[config.mk]
export PLATFORM = sky130hd
export DESIGN_NAME = mult_pool_alloc_flat
export DESIGN_NICKNAME = d
export VERILOG_FILES = /design/src/rtl/mult_pool_alloc_pkg.sv /design/src/rtl/mult_pool_alloc_if.sv /design/src/rtl/mult_pool_alloc_free_pe.sv /design/src/rtl/mult_pool_alloc.sv /design/src/flat_wrapper.sv
export SDC_FILE = /design/constraint.sdc
export NUM_CORES = 1
export LEC_CHECK = 0
export ABC_CLOCK_PERIOD_IN_PS = 8200
export BUFFER_PORTS_ARGS = -buffer_cell sky130_fd_sc_hd__buf_2
export CAP_MARGIN = 10
export CORE_MARGIN = 1
export CORE_UTILIZATION = 59
export CTS_BUF_LIST = sky130_fd_sc_hd__clkbuf_8
export CTS_CLUSTER_DIAMETER = 30
export DETAILED_ROUTE_END_ITERATION = 6
export GPL_ROUTABILITY_DRIVEN = 1
export GPL_TIMING_DRIVEN = 1
export PLACE_DENSITY = 0.81
export RECOVER_POWER = 50
export SYNTH_ARGS = -nofsm -noshare
export SYNTH_HDL_FRONTEND = slang
export SYNTH_SLANG_ARGS = --single-unit
[constraint.sdc]
create_clock -name clk -period 8.2 [get_ports clk]
set_clock_uncertainty 0.05 [all_clocks]
set_input_delay 2.05 -clock clk [delete_from_list [all_inputs] [get_ports clk]]
set_output_delay 2.05 -clock clk [all_outputs]
set_load 0.03 [all_outputs]
[src/rtl/mult_pool_alloc_pkg.sv]
// Shared constants and types for the convolution multiplier-pool slice.
package conv_pkg;
  localparam int unsigned NMULT = 64;
  localparam int unsigned MIDX  = 6;
  localparam int unsigned NREQ  = 4;
  localparam int unsigned CNTW  = 7;
  localparam int unsigned RIDW  = (NREQ > 1) ? $clog2(NREQ) : 1;

  typedef enum logic {IDLE, ALLOC} alloc_state_e;
  typedef logic [RIDW-1:0] req_id_t;
endpackage

[src/rtl/mult_pool_alloc_if.sv]
// Request / grant / release bundle between conv controllers and the pool allocator.
interface mult_pool_alloc_if #(
  parameter int unsigned NMULT = conv_pkg::NMULT,
  parameter int unsigned MIDX  = conv_pkg::MIDX,
  parameter int unsigned NREQ  = conv_pkg::NREQ,
  parameter int unsigned CNTW  = conv_pkg::CNTW
);
  localparam int unsigned RIDW = (NREQ > 1) ? $clog2(NREQ) : 1;

  logic [NREQ-1:0]           req_valid;
  logic [NREQ-1:0][CNTW-1:0] req_count;
  logic [NREQ-1:0]           req_ready;
  logic                      req_err;
  logic                      gnt_valid;
  logic                      gnt_ready;
  logic [RIDW-1:0]           gnt_req_id;
  logic [MIDX-1:0]           gnt_idx;
  logic                      gnt_last;
  logic                      rel_valid;
  logic [MIDX-1:0]           rel_idx;
  logic                      rel_err;
  logic [NMULT-1:0]          busy_map;
  logic [MIDX:0]             free_cnt;

  modport master (
    output req_valid, req_count, gnt_ready, rel_valid, rel_idx,
    input  req_ready, req_err, gnt_valid, gnt_req_id, gnt_idx, gnt_last,
           rel_err, busy_map, free_cnt
  );

  modport slave (
    input  req_valid, req_count, gnt_ready, rel_valid, rel_idx,
    output req_ready, req_err, gnt_valid, gnt_req_id, gnt_idx, gnt_last,
           rel_err, busy_map, free_cnt
  );
endinterface

[src/rtl/mult_pool_alloc_free_pe.sv]
// Lowest-zero priority encoder over the multiplier occupancy map.
module mult_free_pe #(
  parameter int unsigned NMULT = conv_pkg::NMULT,
  parameter int unsigned MIDX  = conv_pkg::MIDX
) (
  input  logic [NMULT-1:0] map,
  output logic [MIDX-1:0]  idx,
  output logic             found
);
  import conv_pkg::*;

  always_comb begin
    idx   = '0;
    found = 1'b0;
    for (int unsigned i = 0; i < NMULT; i++) begin
      if (!found && !map[i]) begin
        found = 1'b1;
        idx   = MIDX'(i);
      end
    end
  end
endmodule

[src/rtl/mult_pool_alloc.sv]
// Multiplier pool allocator: round-robin request acceptance, per-index grant
// stream, release port, and registered occupancy map / free count.
module mult_pool_alloc #(
  parameter int unsigned NMULT = conv_pkg::NMULT,
  parameter int unsigned MIDX  = conv_pkg::MIDX,
  parameter int unsigned NREQ  = conv_pkg::NREQ,
  parameter int unsigned CNTW  = conv_pkg::CNTW
) (
  input  logic             clk,
  input  logic             rstn,
  mult_pool_alloc_if.slave bus
);
  import conv_pkg::*;

  localparam int unsigned RIDW = (NREQ > 1) ? $clog2(NREQ) : 1;
  localparam logic [MIDX:0] FULL_CNT = (MIDX+1)'(NMULT);

  alloc_state_e     state;
  logic [NMULT-1:0] busy_map;
  logic [MIDX:0]    free_cnt;
  logic [RIDW-1:0]  rr_ptr;
  logic [RIDW-1:0]  gnt_req_id;
  logic [MIDX-1:0]  gnt_idx;
  logic [CNTW-1:0]  remaining;

  logic [NREQ-1:0]  bad_cnt;
  logic [NREQ-1:0]  elig;
  logic             win_found;
  logic [RIDW-1:0]  win_id;
  logic             accept;
  logic             hs;
  logic             rel_hit;
  logic [NMULT-1:0] map_nxt;
  logic [MIDX:0]    busy_nxt_cnt;
  logic [MIDX:0]    free_nxt;
  logic [MIDX-1:0]  pe_idx;
  logic             pe_found;

  // Invalid counts are always eligible so they get flushed with req_err.
  always_comb begin
    for (int unsigned i = 0; i < NREQ; i++) begin
      bad_cnt[i] = (bus.req_count[i] == '0) || (32'(bus.req_count[i]) > NMULT);
      elig[i]    = bus.req_valid[i] &&
                   (bad_cnt[i] || (32'(bus.req_count[i]) <= 32'(free_cnt)));
    end
  end

  always_comb begin
    int unsigned j;
    j         = 0;
    win_found = 1'b0;
    win_id    = '0;
    for (int unsigned k = 0; k < NREQ; k++) begin
      j = 32'(rr_ptr) + k;
      if (j >= NREQ) j = j - NREQ;
      if (!win_found && elig[j]) begin
        win_found = 1'b1;
        win_id    = RIDW'(j);
      end
    end
  end

  assign accept = (state == IDLE) && win_found;
  assign hs     = (state == ALLOC) && bus.gnt_ready;

  always_comb begin
    bus.req_ready = '0;
    if (accept) bus.req_ready[win_id] = 1'b1;
  end

  assign bus.req_err = accept && bad_cnt[win_id];

  always_comb begin
    rel_hit = 1'b0;
    if (bus.rel_valid && (32'(bus.rel_idx) < NMULT))
      rel_hit = busy_map[bus.rel_idx];
  end

  assign bus.rel_err = bus.rel_valid && !rel_hit;

  // A release and a grant handshake never target the same bit, so both apply.
  always_comb begin
    map_nxt = busy_map;
    if (rel_hit) map_nxt[bus.rel_idx] = 1'b0;
    if (hs)      map_nxt[gnt_idx]     = 1'b1;
  end

  always_comb begin
    busy_nxt_cnt = '0;
    for (int unsigned i = 0; i < NMULT; i++)
      busy_nxt_cnt = busy_nxt_cnt + (MIDX+1)'(map_nxt[i]);
  end

  assign free_nxt = FULL_CNT - busy_nxt_cnt;

  // Searching the post-update map lets a same-cycle release win the next grant.
  mult_free_pe #(
    .NMULT (NMULT),
    .MIDX  (MIDX)
  ) u_free_pe (
    .map   (map_nxt),
    .idx   (pe_idx),
    .found (pe_found)
  );

  always_ff @(posedge clk or negedge rstn) begin
    if (!rstn) begin
      state      <= IDLE;
      busy_map   <= '0;
      free_cnt   <= FULL_CNT;
      rr_ptr     <= '0;
      gnt_req_id <= '0;
      gnt_idx    <= '0;
      remaining  <= '0;
    end else begin
      busy_map <= map_nxt;
      free_cnt <= free_nxt;
      case (state)
        IDLE: begin
          if (accept) begin
            rr_ptr <= (32'(win_id) == NREQ - 1) ? '0 : RIDW'(win_id + 1'b1);
            if (!bad_cnt[win_id]) begin
              state      <= ALLOC;
              gnt_req_id <= win_id;
              remaining  <= bus.req_count[win_id];
              if (pe_found) gnt_idx <= pe_idx;
            end
          end
        end
        ALLOC: begin
          if (hs) begin
            remaining <= remaining - 1'b1;
            if (pe_found) gnt_idx <= pe_idx;
            if (remaining == CNTW'(1)) state <= IDLE;
          end
        end
        default: state <= IDLE;
      endcase
    end
  end

  assign bus.gnt_valid  = (state == ALLOC);
  assign bus.gnt_req_id = gnt_req_id;
  assign bus.gnt_idx    = gnt_idx;
  assign bus.gnt_last   = (state == ALLOC) && (remaining == CNTW'(1));
  assign bus.busy_map   = busy_map;
  assign bus.free_cnt   = free_cnt;
endmodule

[src/flat_wrapper.sv]
// flat-port wrapper written by rule: the top's interface ports become plain ports
module mult_pool_alloc_flat import conv_pkg::*;
#(
  parameter int unsigned NMULT = conv_pkg::NMULT,
  parameter int unsigned MIDX  = conv_pkg::MIDX,
  parameter int unsigned NREQ  = conv_pkg::NREQ,
  parameter int unsigned CNTW  = conv_pkg::CNTW
)
  (clk, rstn, bus_req_valid, bus_req_count, bus_gnt_ready, bus_rel_valid, bus_rel_idx, bus_req_ready, bus_req_err, bus_gnt_valid, bus_gnt_req_id, bus_gnt_idx, bus_gnt_last, bus_rel_err, bus_busy_map, bus_free_cnt);
  mult_pool_alloc_if #(.NMULT(NMULT), .MIDX(MIDX), .NREQ(NREQ), .CNTW(CNTW)) bus_i ();
  input  logic clk;
  input  logic rstn;
  input wire logic [$bits(bus_i.req_valid)-1:0] bus_req_valid;
  input wire logic [$bits(bus_i.req_count)-1:0] bus_req_count;
  input wire logic [$bits(bus_i.gnt_ready)-1:0] bus_gnt_ready;
  input wire logic [$bits(bus_i.rel_valid)-1:0] bus_rel_valid;
  input wire logic [$bits(bus_i.rel_idx)-1:0] bus_rel_idx;
  output wire logic [$bits(bus_i.req_ready)-1:0] bus_req_ready;
  output wire logic [$bits(bus_i.req_err)-1:0] bus_req_err;
  output wire logic [$bits(bus_i.gnt_valid)-1:0] bus_gnt_valid;
  output wire logic [$bits(bus_i.gnt_req_id)-1:0] bus_gnt_req_id;
  output wire logic [$bits(bus_i.gnt_idx)-1:0] bus_gnt_idx;
  output wire logic [$bits(bus_i.gnt_last)-1:0] bus_gnt_last;
  output wire logic [$bits(bus_i.rel_err)-1:0] bus_rel_err;
  output wire logic [$bits(bus_i.busy_map)-1:0] bus_busy_map;
  output wire logic [$bits(bus_i.free_cnt)-1:0] bus_free_cnt;
  assign bus_i.req_valid = bus_req_valid;
  assign bus_i.req_count = bus_req_count;
  assign bus_i.gnt_ready = bus_gnt_ready;
  assign bus_i.rel_valid = bus_rel_valid;
  assign bus_i.rel_idx = bus_rel_idx;
  assign bus_req_ready = bus_i.req_ready;
  assign bus_req_err = bus_i.req_err;
  assign bus_gnt_valid = bus_i.gnt_valid;
  assign bus_gnt_req_id = bus_i.gnt_req_id;
  assign bus_gnt_idx = bus_i.gnt_idx;
  assign bus_gnt_last = bus_i.gnt_last;
  assign bus_rel_err = bus_i.rel_err;
  assign bus_busy_map = bus_i.busy_map;
  assign bus_free_cnt = bus_i.free_cnt;
  mult_pool_alloc #(.NMULT(NMULT), .MIDX(MIDX), .NREQ(NREQ), .CNTW(CNTW)) u_core (.clk(clk), .rstn(rstn), .bus(bus_i));
endmodule
# ---- After elaboration in Yosys (flattened, before gate mapping)
# Cells that the tools add are included.
dict set report word_totals {
  reg_bits 89
  in_bits 42
  out_inout_bits 87
}
dict set report classes {
  n_reduce_logical 222
  order_cmp 22
  mux 178
  n_bitwise 5
  n_eq_ne 5
  addsub 73
}
# op count
set op_table {}
lappend op_table {{7-bit by 1-bit adder with 7-bit output} 62}
lappend op_table {{6-bit 2-to-1 mux} 65}
lappend op_table {{1-bit zero test} 129}
lappend op_table {{32-bit by 3-bit < comparator with 1-bit output (second input constant)} 4}
lappend op_table {{32-bit 2-to-1 mux} 4}
lappend op_table {{64-bit 2-to-1 mux} 2}
lappend op_table {{32-bit by 3-bit >= comparator with 1-bit output (second input constant)} 3}
lappend op_table {{32-bit by 3-bit subtractor with 32-bit output (second input constant)} 3}
lappend op_table {{1-bit 2-to-1 mux} 83}
lappend op_table {{1-bit logical AND} 78}
lappend op_table {{64-bit AND} 1}
lappend op_table {{64-bit inverter} 1}
lappend op_table {{64-bit bitwise OR} 1}
lappend op_table {{7-bit greater-than comparator (second input constant)} 4}
lappend op_table {{7-bit <= comparator} 4}
lappend op_table {{7-bit zero test} 4}
lappend op_table {{7-bit 2-to-1 mux} 4}
lappend op_table {{7-bit binary-select mux with 2-bit select} 1}
lappend op_table {{6-bit by 7-bit < comparator with 1-bit output (second input constant)} 2}
lappend op_table {{7-bit case mux with 2 select lines} 1}
lappend op_table {{1-bit demux with 6-bit select} 2}
lappend op_table {{6-bit by 1-bit >= comparator with 1-bit output (second input constant)} 2}
lappend op_table {{2-bit 2-to-1 mux} 6}
lappend op_table {{6-bit case mux with 2 select lines} 1}
lappend op_table {{other kinds (23)} 38}

# ---- Logic depth before layout (Yosys ltp)
# Gate-level depths: netlist of run 1.
dict set report logic_depth {
  depth_word 202
  depth_mapped 37
}

# ---- Modules after synthesis
# Synthesis of run 1 repeated with hierarchy kept, for this count alone.
dict set report hier_totals {
  cells_unflattened 991
  area_unflattened_um2 8933.6
}
# mod area_each_um2 instances cells_each
set by_module_without_submodules {}
lappend by_module_without_submodules {mult_pool_alloc 7953.9 1 828}
lappend by_module_without_submodules {mult_free_pe 979.7 1 163}

# ---- Worst setup path before layout of run 1
# OpenSTA, ideal clock, no wires.
dict set report synth_timing {
  path_type {input port to flip-flop}
  startpoint {in bus_rel_idx[0]}
  endpoint {reg u_core.free_cnt[6], in the netlist u_core.bus.free_cnt[6]}
  arrival_time_ns 9.531
  slack_ns -1.456
  setup_ns 0.075
  stages 32
  path_buffers 2
  cell_sequence {buf_2 or2_2 o221a_2 o21ai_0 or3b_1 nand4_1 or2_1 buf_2 nand3_1 o21ai_0 o21ai_0 fa_1 inv_1 ha_1 inv_1 fa_1 fa_1 fa_1 fa_1 fa_1 fa_1 inv_1 ha_1 inv_1 ha_1 inv_1 ha_1 a21o_1 a21oi_1 o21bai_1 a21oi_1 xnor2_1}
}
# element line
set synth_rtl {}
lappend synth_rtl {{from (decl)} flat_wrapper.sv:17} ;# input wire logic [$bits(bus_i.rel_idx)-1:0] bus_rel_idx;
lappend synth_rtl {{6-bit by 7-bit < comparator with 1-bit output (not written as such) / 6-bit by 1-bit >= comparator with 1-bit output (equally long branches)} mult_pool_alloc.sv:84} ;# if (rel_hit) map_nxt[bus.rel_idx] = 1'b0;
lappend synth_rtl {{1-bit logical AND (not written as such)} mult_pool_alloc.sv:84}
lappend synth_rtl {{1-bit 2-to-1 mux (not written as such)} mult_pool_alloc.sv:84}
lappend synth_rtl {{1-bit demux with 6-bit select} n/a}
lappend synth_rtl {{64-bit inverter (no source line)} n/a}
lappend synth_rtl {{64-bit AND (no source line)} n/a}
lappend synth_rtl {{64-bit 2-to-1 mux *} mult_pool_alloc.sv:84}
lappend synth_rtl {{64-bit bitwise OR (no source line)} n/a}
lappend synth_rtl {{64-bit 2-to-1 mux *} mult_pool_alloc.sv:85} ;# if (hs) map_nxt[gnt_idx] = 1'b1;
lappend synth_rtl {{named net u_core.map_nxt[5]} mult_pool_alloc.sv:33} ;# logic [NMULT-1:0] map_nxt;
lappend synth_rtl {{7-bit by 1-bit adder with 7-bit output * (59 in series)} mult_pool_alloc.sv:91} ;# busy_nxt_cnt = busy_nxt_cnt + (MIDX+1)'(map_nxt[i]);
lappend synth_rtl {{7-bit subtractor *} mult_pool_alloc.sv:94} ;# assign free_nxt = FULL_CNT - busy_nxt_cnt;
lappend synth_rtl {{named net u_core.free_nxt[6]} mult_pool_alloc.sv:35} ;# logic [MIDX:0] free_nxt;
lappend synth_rtl {{to (signal assigned)} mult_pool_alloc.sv:117} ;# free_cnt <= free_nxt;
lappend synth_rtl {{to (decl)} mult_pool_alloc.sv:20} ;# logic [MIDX:0] free_cnt;
# The timed path passes the listed nets; every way through them passes the cells marked *. The select of a mux whose other input is x is not followed.
# A chain may end at the register's enable or synchronous reset.

# ---- Worst setup path in the final report of run 1
dict set report layout_timing {
  startpoint {in bus_rel_idx[2]}
  endpoint {reg u_core.free_cnt[6], in the netlist u_core.bus.free_cnt[6]}
}
# element line
set layout_rtl {}
lappend layout_rtl {{6-bit by 7-bit < comparator with 1-bit output (not written as such) / 6-bit by 1-bit >= comparator with 1-bit output (equally long branches)} mult_pool_alloc.sv:84}
lappend layout_rtl {{1-bit logical AND (not written as such)} mult_pool_alloc.sv:84}
lappend layout_rtl {{1-bit 2-to-1 mux (not written as such)} mult_pool_alloc.sv:84}
lappend layout_rtl {{1-bit demux with 6-bit select} n/a}
lappend layout_rtl {{64-bit inverter (no source line)} n/a}
lappend layout_rtl {{64-bit AND (no source line)} n/a}
lappend layout_rtl {{64-bit 2-to-1 mux *} mult_pool_alloc.sv:84}
lappend layout_rtl {{64-bit bitwise OR (no source line)} n/a}
lappend layout_rtl {{64-bit 2-to-1 mux *} mult_pool_alloc.sv:85}
lappend layout_rtl {{named net u_core.map_nxt[23]} mult_pool_alloc.sv:33}
lappend layout_rtl {{7-bit by 1-bit adder with 7-bit output * (41 in series)} mult_pool_alloc.sv:91}
lappend layout_rtl {{7-bit subtractor *} mult_pool_alloc.sv:94}
lappend layout_rtl {{named net u_core.free_nxt[6]} mult_pool_alloc.sv:35}
# Marked as above.

==> flow_summary.json, run 1 <==
{
  "top_level_ports": 129,
  "critPathLaunch": "bus_rel_idx[2]",
  "fin_crit_ns": 9.45,
  "avgSynthCellArea_um2": 8.30,
  "worstPathRequired_ns": 8.47,
  "reg2reg_depth": 33,
  "synth.ff_latch_count": 89,
  "worst_setup_path_end_kind": "register",
  "cts.path.max_buffers": 2,
  "startpoint_type": "input port",
  "drcViolationCount": 3,
  "gp_congestion": 1.12,
  "layout_setup_ws_ns": -1.25,
  "reg2reg_slack_ns": 0.17,
  "crit_top_cell": "inv_1",
  "dp.cells": 1720,
  "synth_flop_cell": "dfrtp_1",
  "fill_cells": 1052,
  "max_slew_margin_pct": -126,
  "drv_slew": 92,
  "wl_per_cell_um": 25.1,
  "reg2reg_from": "u_core.bus.busy_map[15]$_DFF_PN0_",
  "synth-seq-area-share_pct": 23.0,
  "antenna_cells": 0,
  "htreeDepth": 3,
  "failed_checks": "DRC, capacitance limit, slew limit, setup timing",
  "drt-initial-drc-count": 1980,
  "die_x_um": 130,
  "cts_buffers": 9,
  "synthCells": 1170,
  "multi_input_comb_area_um2": 7180,
  "final_util_pct": 82.9,
  "vias_per_cell": 6.65,
  "wl_met3_um": 7150,
  "r2r_end": "u_core.bus.free_cnt[6]$_DFF_PN1_",
  "cp.arrival_ns": 9.72,
  "rsz0062_at_grt": "yes",
  "cts-root-buf": "clkbuf_8",
  "dieArea_um2": 17000,
  "synthArstFlopShare_pct": 100,
  "regArea_um2": 2230,
  "cts_hold_buf": 0,
  "grt_max_degree": 59,
  "drv_cap": 2,
  "ant_nets": 0,
  "hp-class": "register to register",
  "worstHoldStart": "u_core.bus.gnt_req_id[0]$_DFFE_PN0P_",
  "cts_num_sinks": 89,
  "fin_crit_sh_pct": 115,
  "ys_types": 88,
  "wirelength_met1_um": 16000,
  "worstSkewPairLatency_ns": 0.41,
  "path_buf_inv": 13,
  "synth_edf_count": 0,
  "routed.top_layer": "met5",
  "core_um2": 16000,
  "synth_nets": 1364,
  "dr.pass1.iters": 7,
  "path_depth": 35,
  "vias": 11710,
  "io_buffer_count": 128,
  "crit_path_end": "u_core.bus.free_cnt[6]$_DFF_PN1_",
  "max_freq_ghz": 0.106,
  "cp_slowest_cell": "fa_2",
  "path_delay_family": "adder cells",
  "final.hold.worst_slack_ns": 0.488,
  "grt_pass1_wl_um": 62500,
  "clk_pin_slew_ns": 0.10,
  "tightest_slew_ns": 3.40,
  "die_y_um": 130,
  "areaGrowthSynthToFinish_pct": 36.7,
  "worstSetupPathType": "input port to register",
  "cts_tree": "yes",
  "wl_met2_um": 18200,
  "status": "finished, violations left",
  "wl_um": 44200,
  "final_hold_viol_count": 0,
  "grt_pass1_vias": 10946,
  "grt.total_usage_pct": 51.2,
  "grt_remaining_overflow": 0,
  "nNetsFinal": 1733,
  "grt_antenna_before_repair": 3,
  "stdcell_count": 1760,
  "slowest_delay_ns": 0.61,
  "path_max_fanout": 8,
  "rows": 46,
  "finalSetupViolations": 6,
  "dp_hpwl_um": 34400,
  "drive_above_1_share_pct": 32.6,
  "initial_utilization_pct": 60.7,
  "ys_warn_count": 0,
  "syn_area_um2": 9710
}
-- cells in the mapped netlist (all sizes together), types with 17 or more instances --
master	instances	share of area, %
clkbuf	22	0.85
dfrtp	88	23
a21oi	66	3.4
nor2b	17	1.1
nand2b	19	1.2
nor3	25	1.3
o21ai	66	3.4
o211ai	18	1.4
nand3	39	2.0
inv	168	6.5
nor2	98	3.8
ha	100	13
a21o	20	1.5
fa	52	11
nand2	103	4.0
-- timing repair --
item                       4_1_cts  5_1_grt
pin swaps                       17       52
resized for setup               45       64
setup endpoints to repair        6        6
buffers inserted                 9       14
gates cloned                     1        0
-- layout make-up --
cell class | count | share of cell area [%]
clock inverters | 7 | 0.773
well taps | 216 | 2.04
clock buffers | 9 | 0.933
flip-flops and latches | 89 | 16.8
multi-input cells | 874 | 54.1
inverters | 169 | 4.81
repair buffers | 396 | 20.5
-- through the flow --
stage	cell area (um2)	setup WS (ns)	setup TNS, ns
5_1_grt	13300	-1.59	-7.44
3_3_place_gp	12400	-1.47	-7.88
6_report	13300	-1.25	-5.56
2_1_floorplan	9910	-0.871	-3.98
3_5_place_dp	12400	-1.85	-9.09
4_1_cts	13000	-1.17	-4.87
-- registers in the layout, indices dropped and copies added (netlist names) --
| signal | count |
|---|---|
| u_core.bus.busy_map | 64 |
| u_core.bus.gnt_valid | 1 |
| u_core.bus.free_cnt | 7 |
| u_core.rr_ptr | 2 |
| u_core.bus.gnt_idx | 6 |
| u_core.remaining | 7 |
| u_core.bus.gnt_req_id | 2 |
-- worst reg2reg max path: cells and delay by family (launching register included) --
family                     cells  cell delay [ns]
buffers and inverters         11             0.94
muxes                          2             0.74
DFF                            1             0.52
adders and majority gates     11             3.95
xor gates and xnor gates       1             0.15
AOI/OAI and AO/OA              6             1.09
and+or+nand+nor                2             0.50
-- how the worst min path moves through the flow --
stage | end | slack, ns | cells after the start
2_1_floorplan | u_core.remaining[0]$_DFFE_PN0P_ | 0.50 | 2
3_3_place_gp | u_core.bus.gnt_req_id[0]$_DFFE_PN0P_ | 0.44 | 1
3_5_place_dp | u_core.bus.gnt_req_id[0]$_DFFE_PN0P_ | 0.45 | 1
4_1_cts | u_core.bus.gnt_req_id[0]$_DFFE_PN0P_ | 0.49 | 1
5_1_grt | u_core.bus.gnt_req_id[0]$_DFFE_PN0P_ | 0.52 | 1
6_report | u_core.bus.gnt_req_id[0]$_DFFE_PN0P_ | 0.49 | 1
-- placed cells by master, fill, tap and decap left out, types with 20 or more instances in the layout --
cell type	synthesis	layout
inv_1	162	141
fa_1	52	34
nand3_1	39	38
o21ai_0	60	51
clkbuf_1	22	41
a21o_1	20	20
nand2_1	103	102
inv_2	6	26
nor2_1	96	90
dfrtp_1	88	88
buf_4	3	256
nor3_1	25	25
ha_1	100	85
buf_2	9	85
a21oi_1	66	57
-- routing by layer --
metal / vias up / GRT usage, %
met1: 5490 / 65.5
met5: - / 0
li1: 4898 / -
met4: 8 / 25.2
met3: 262 / 23.5
met2: 1052 / 72.6
-- cells by family (layout without fill, tap and decap cells) --
logic type,after synthesis,count (layout),share of synthesized area (%)
adders and majority gates,152,152,23.6
DFF,89,89,23.0
AOI/OAI and AO/OA,312,312,22.2
muxes,21,21,2.46
xor gates and xnor gates,10,10,0.902
buffers and inverters,207,581,8.39
and+or+nand+nor,379,379,19.5
Power of run 1 is left out: the tool's default activity adds up to more than one toggle a clock period on the data nets, which glitch-free logic cannot reach.
==> run 2, diff against run 1 <==
--- a/config.mk
+++ b/config.mk
@@ -5,7 +5,7 @@
 export SDC_FILE = /design/constraint.sdc
 export NUM_CORES = 1
 export LEC_CHECK = 0
-export ABC_CLOCK_PERIOD_IN_PS = 8200
+export ABC_CLOCK_PERIOD_IN_PS = 11200
 export BUFFER_PORTS_ARGS = -buffer_cell sky130_fd_sc_hd__buf_2
 export CAP_MARGIN = 10
 export CORE_MARGIN = 1
==> constraint.sdc (replaced) <==
create_clock -name clk -period 11.2 [get_ports clk]
set_clock_uncertainty 0.05 [all_clocks]
set_input_delay 2.8 -clock clk [delete_from_list [all_inputs] [get_ports clk]]
set_output_delay 2.8 -clock clk [all_outputs]
set_load 0.03 [all_outputs]
==> run 2 against run 1 <==
The run ends with capacitance limit, slew limit left. Flip-flop and latch count is the same. Via count down 11%. First-iteration DRC count is 18% lower. Wire length decreased by 11%. Critical path depth shrank 5. Utilization decreased by 14 points. Die area stayed put. Design area shrank 17%. Count of clock-buffer cells in the layout is 1 higher. Final cell count is 13% lower.
==> flow_summary.json, run 2 (synthesized netlist as in run 1, its figures left out) <==
{
  "tightest_slew_ns": 2.81,
  "rows": 46,
  "final_cell_mix": "163 x inv_1, 103 x nand2_1, 100 x ha_1",
  "drv_cap": 2,
  "stdcell_count": 1540,
  "top_level_ports": 129,
  "worstSetupPathType": "input port to register",
  "cts_hold_buf": 0,
  "slowest_delay_ns": 0.61,
  "worstSkewPairLatency_ns": 0.39,
  "final_hold_viol_count": 0,
  "grt_max_degree": 48,
  "top_regs": "u_core.bus.busy_map (64), u_core.bus.free_cnt (7), u_core.remaining (7)",
  "cts_setup_buffers": 0,
  "fin_crit_sh_pct": 96.4,
  "worstHoldStart": "u_core.bus.gnt_req_id[0]$_DFFE_PN0P_",
  "crit_top_cell": "fa_1",
  "dp_hpwl_um": 31300,
  "dr.pass1.iters": 7,
  "worst_setup_path_end_kind": "register",
  "cp.arrival_ns": 11.05,
  "cts_tree": "yes",
  "tns_ns": 0,
  "status": "finished, violations left",
  "drive_above_1_share_pct": 13.6,
  "worstPathRequired_ns": 11.45,
  "final_common_cell": "inv_1",
  "rsz0062_at_grt": "no",
  "fin_crit_ns": 10.80,
  "areaGrowthSynthToFinish_pct": 12.8,
  "cp_slowest_cell": "fa_1",
  "critPathLaunch": "bus_rel_idx[1]",
  "place_area_um2": 10800,
  "grt_pass1_wl_um": 57700,
  "die_y_um": 130,
  "path_max_fanout": 17,
  "failed_checks": "capacitance limit, slew limit",
  "die_x_um": 130,
  "cts-root-buf": "clkbuf_8",
  "wl_per_cell_um": 25.5,
  "cts_num_sinks": 89,
  "nNetsFinal": 1513,
  "grt.total_usage_pct": 47.0,
  "drt-initial-drc-count": 1617,
  "reg2reg_from": "u_core.bus.gnt_valid$_DFF_PN0_",
  "cts.repair.resized": 0,
  "dp.cells": 1524,
  "cts_buffers": 9,
  "max_slew_margin_pct": -87.2,
  "htreeDepth": 3,
  "gp_congestion": 1.10,
  "largest_reg_flops": 64,
  "final_cell_area_um2": 11000,
  "io_buffer_count": 128,
  "dp_slack_ns": 0.136,
  "ant_nets": 0,
  "drcViolationCount": 0,
  "layout_setup_ws_ns": 0.401,
  "grt_remaining_overflow": 0,
  "startpoint_type": "input port",
  "finalSetupViolations": 0,
  "grt_pass1_vias": 9662,
  "drv_slew": 92,
  "antenna_cells": 0,
  "core_um2": 16000,
  "max_freq_ghz": 0.0926,
  "initial_utilization_pct": 60.7,
  "vias_per_cell": 6.79,
  "grt_antenna_before_repair": 2,
  "clk_pin_slew_ns": 0.10,
  "hp-class": "register to register",
  "cts.path.max_buffers": 2,
  "fill_cells": 1360,
  "largest-register": "u_core.bus.busy_map",
  "vias": 10463,
  "dieArea_um2": 17000,
  "wl_um": 39200
}
-- run 2: final cells by class --
cell class	count	area, um2	area share (%)
sequential	89	2230	20.3
inverter	169	634	5.79
clock buffer	10	138	1.26
timing repair buffer	176	955	8.71
tap	216	270	2.47
clock inverter	6	65.1	0.594
multi-input combinational	874	6670	60.8
-- run 2: worst max-delay path, delay by kind of cell --
| kind | cells | cell delay (ns) |
|---|---|---|
| fa+ha+maj | 12 | 5.01 |
| simple gates | 5 | 1.28 |
| compound gates | 6 | 1.18 |
| buf+inv | 6 | 0.59 |
| xor+xnor | 1 | 0.17 |
-- run 2: per-stage QoR --
step	utilization, %	hold slack (ns)
after floorplan	-	0.496
after global placement	67.6	0.439
after detailed placement	67.6	0.455
after CTS	68.9	0.483
after global routing	68.5	0.501
final	68.5	0.485
-- run 2: path summary, 6_finish.rpt --
kind | to | slack [ns] | depth (start not counted)
max reg2reg | u_core.bus.free_cnt[5]$_DFF_PN0_ | 2.58 | 26
max in group asynchronous | u_core.bus.busy_map[10]$_DFF_PN0_ | 4.44 | 2
min in group asynchronous | u_core.bus.gnt_req_id[0]$_DFFE_PN0P_ | 3.25 | 1
max | u_core.bus.free_cnt[5]$_DFF_PN0_ | 0.40 | 30
min reg2reg | u_core.bus.gnt_req_id[0]$_DFFE_PN0P_ | 0.49 | 1
min | u_core.bus.gnt_req_id[0]$_DFFE_PN0P_ | 0.49 | 1
-- run 2: per-layer routing --
metal | routed length, um | GRT usage, %
met1 | 15400 | 64.8
met2 | 15900 | 67.2
met3 | 5890 | 16.4
met4 | 1970 | 18.5
met5 | 29 | 0
Power of run 2 is left out for the same reason.
==> run 3, diff against run 2 <==
--- a/config.mk
+++ b/config.mk
@@ -6,7 +6,7 @@
 export NUM_CORES = 1
 export LEC_CHECK = 0
 export ABC_CLOCK_PERIOD_IN_PS = 11200
-export BUFFER_PORTS_ARGS = -buffer_cell sky130_fd_sc_hd__buf_2
+export BUFFER_PORTS_ARGS = -buffer_cell sky130_fd_sc_hd__buf_4
 export CAP_MARGIN = 10
 export CORE_MARGIN = 1
 export CORE_UTILIZATION = 59
==> constraint.sdc (replaced) <==
create_clock -name clk -period 11.2 [get_ports clk]
set_clock_uncertainty 0.05 [all_clocks]
set_input_delay 2.8 -clock clk [delete_from_list [all_inputs] [get_ports clk]]
set_output_delay 2.8 -clock clk [all_outputs]
set_load 0.005 [all_outputs]
==> run 3 against run 2 <==
The run ends with DRC, capacitance limit, slew limit left. Worst setup slack gained 0.0011 ns. Worst hold slack got worse by 0.0031 ns. Register-to-register slack better by 0.26 ns. Flip-flop and latch count stayed put. Global-route usage grew 1.5 points. Utilization increased by 1.2 points. Maximum frequency hardly changed. First-iteration DRC count increased by 2.8%. Non-clock buffer count fell by 15. Critical path depth is 2 higher. Die area unchanged. Final cell count shrank 1.0%. Highest routed layer is now met4.
==> flow_summary.json, run 3 (synthesized netlist as in run 1, its figures left out) <==
{
  "status": "finished, violations left",
  "failed_checks": "DRC, capacitance limit, slew limit",
  "cp.arrival_ns": 11.09,
  "clk_pin_slew_ns": 0.10,
  "grt_pass1_vias": 9878,
  "initial_utilization_pct": 60.7,
  "vias_per_cell": 6.91,
  "drv_cap": 1,
  "dp_hpwl_um": 32200,
  "top_regs": "u_core.bus.busy_map (64), u_core.bus.free_cnt (7), u_core.remaining (7)",
  "cts_buffers": 9,
  "dieArea_um2": 17000,
  "tightest_slew_ns": 4.70,
  "areaGrowthSynthToFinish_pct": 14.8,
  "fill_cells": 1320,
  "holdPathStages": 1,
  "grt_remaining_overflow": 0,
  "rows": 46,
  "cp_slowest_cell": "fa_1",
  "min_to": "u_core.bus.gnt_req_id[0]$_DFFE_PN0P_",
  "critPathLaunch": "bus_rel_idx[2]",
  "wl_per_cell_um": 26.3,
  "worst_setup_path_end_kind": "register",
  "ant_nets": 0,
  "die_x_um": 130,
  "hp-class": "register to register",
  "grt.total_usage_pct": 48.5,
  "r2r_end": "u_core.bus.free_cnt[6]$_DFF_PN1_",
  "cts_tree": "yes",
  "slowest_delay_ns": 0.55,
  "cts.path.max_buffers": 2,
  "path_max_fanout": 39,
  "final_cell_mix": "163 x inv_1, 116 x buf_4, 103 x nand2_1",
  "worstPathRequired_ns": 11.49,
  "fin_crit_sh_pct": 96.4,
  "drt-initial-drc-count": 1662,
  "reg2reg_from": "u_core.bus.busy_map[5]$_DFF_PN0_",
  "top_level_ports": 129,
  "worstHoldStart": "u_core.bus.gnt_req_id[0]$_DFFE_PN0P_",
  "fin_crit_ns": 10.80,
  "finalSetupViolations": 0,
  "max_slew_margin_pct": -213,
  "nNetsFinal": 1498,
  "cts_setup_buffers": 0,
  "drcViolationCount": 34,
  "grt_antenna_before_repair": 0,
  "antenna_cells": 0,
  "dp.cells": 1509,
  "reg2reg_depth": 29,
  "dr.pass1.iters": 7,
  "drive_above_1_share_pct": 15.4,
  "cts-root-buf": "clkbuf_8",
  "worstSetupPathType": "input port to register",
  "path_buf_inv": 8,
  "largest_reg_flops": 64,
  "final_common_cell": "inv_1",
  "worstSkewPairLatency_ns": 0.40,
  "max_freq_ghz": 0.0926,
  "regArea_um2": 2230,
  "path_depth": 32,
  "startpoint_type": "input port",
  "final_hold_viol_count": 0,
  "drv_slew": 81,
  "wl_um": 40100,
  "largest-register": "u_core.bus.busy_map",
  "grt_pass1_wl_um": 59300,
  "rsz0062_at_grt": "no",
  "htreeDepth": 3,
  "multi_input_comb_area_um2": 6680,
  "grt_max_degree": 81,
  "stdcell_count": 1524,
  "io_buffer_count": 128,
  "die_y_um": 130,
  "cts_num_sinks": 89,
  "path_delay_family": "adder cells",
  "reg2reg_slack_ns": 2.84,
  "vias": 10536,
  "gp_congestion": 1.05,
  "core_um2": 16000
}
==> run 3: through the flow <==
step,hold slack [ns],area (um2),TNS [ns],setup WS (ns),utilization [%]
3_3_place_gp,0.444,11000,0,0.201,68.8
2_1_floorplan,0.455,9710,0,0.794,-
4_1_cts,0.491,11200,0,0.368,69.9
3_5_place_dp,0.463,11000,-0.0267,-0.0267,68.8
5_1_grt,0.502,11100,0,0.0812,69.7
6_report,0.482,11100,0,0.403,69.7
==> run 3: worst reg2reg max path, delay by kind of cell, from the launching register on <==
kind                       cells  cell delay [ns]
AOI/OAI and AO/OA              8             1.65
xor gates and xnor gates       1             0.14
adders and majority gates     11             4.63
buffers and inverters          6             0.61
DFF                            1             0.48
muxes                          1             0.30
and+or+nand+nor                2             0.41
==> run 3: routing by layer <==
| metal | vias up | global-route usage (%) | wire length, um |
|---|---|---|---|
| li1 | 4426 | - | - |
| met1 | 4989 | 65.3 | 15600 |
| met2 | 905 | 67.0 | 16300 |
| met3 | 216 | 18.9 | 5840 |
| met4 | 0 | 25.0 | 2390 |
| met5 | - | 0 | 0 |
==> run 3: how the worst max path moves through the flow <==
| stage | end |
|---|---|
| after floorplan | u_core.bus.free_cnt[6]$_DFF_PN1_ |
| after CTS | u_core.bus.free_cnt[6]$_DFF_PN1_ |
| after detailed placement | u_core.bus.free_cnt[6]$_DFF_PN1_ |
| after global routing | u_core.bus.free_cnt[6]$_DFF_PN1_ |
| after global placement | u_core.bus.free_cnt[6]$_DFF_PN1_ |
| final | u_core.bus.free_cnt[6]$_DFF_PN1_ |
==> run 3: timing repair <==
| item | 4_1_cts | 5_1_grt |
|---|---|---|
| hold buffers | 0 | 0 |
| resized for setup | 0 | 3 |
| endpoints found under the setup margin | 0 | 1 |
==> run 3: final cells by class <==
cell class,instances,area share [%]
multi-input cells,874,59.9
clock inverters,6,0.415
flip-flops and latches,89,20.0
inverters,169,5.69
repair buffers,161,10.5
clock buffers,9,1.11
well taps,216,2.42
Power of run 3 is left out for the same reason.
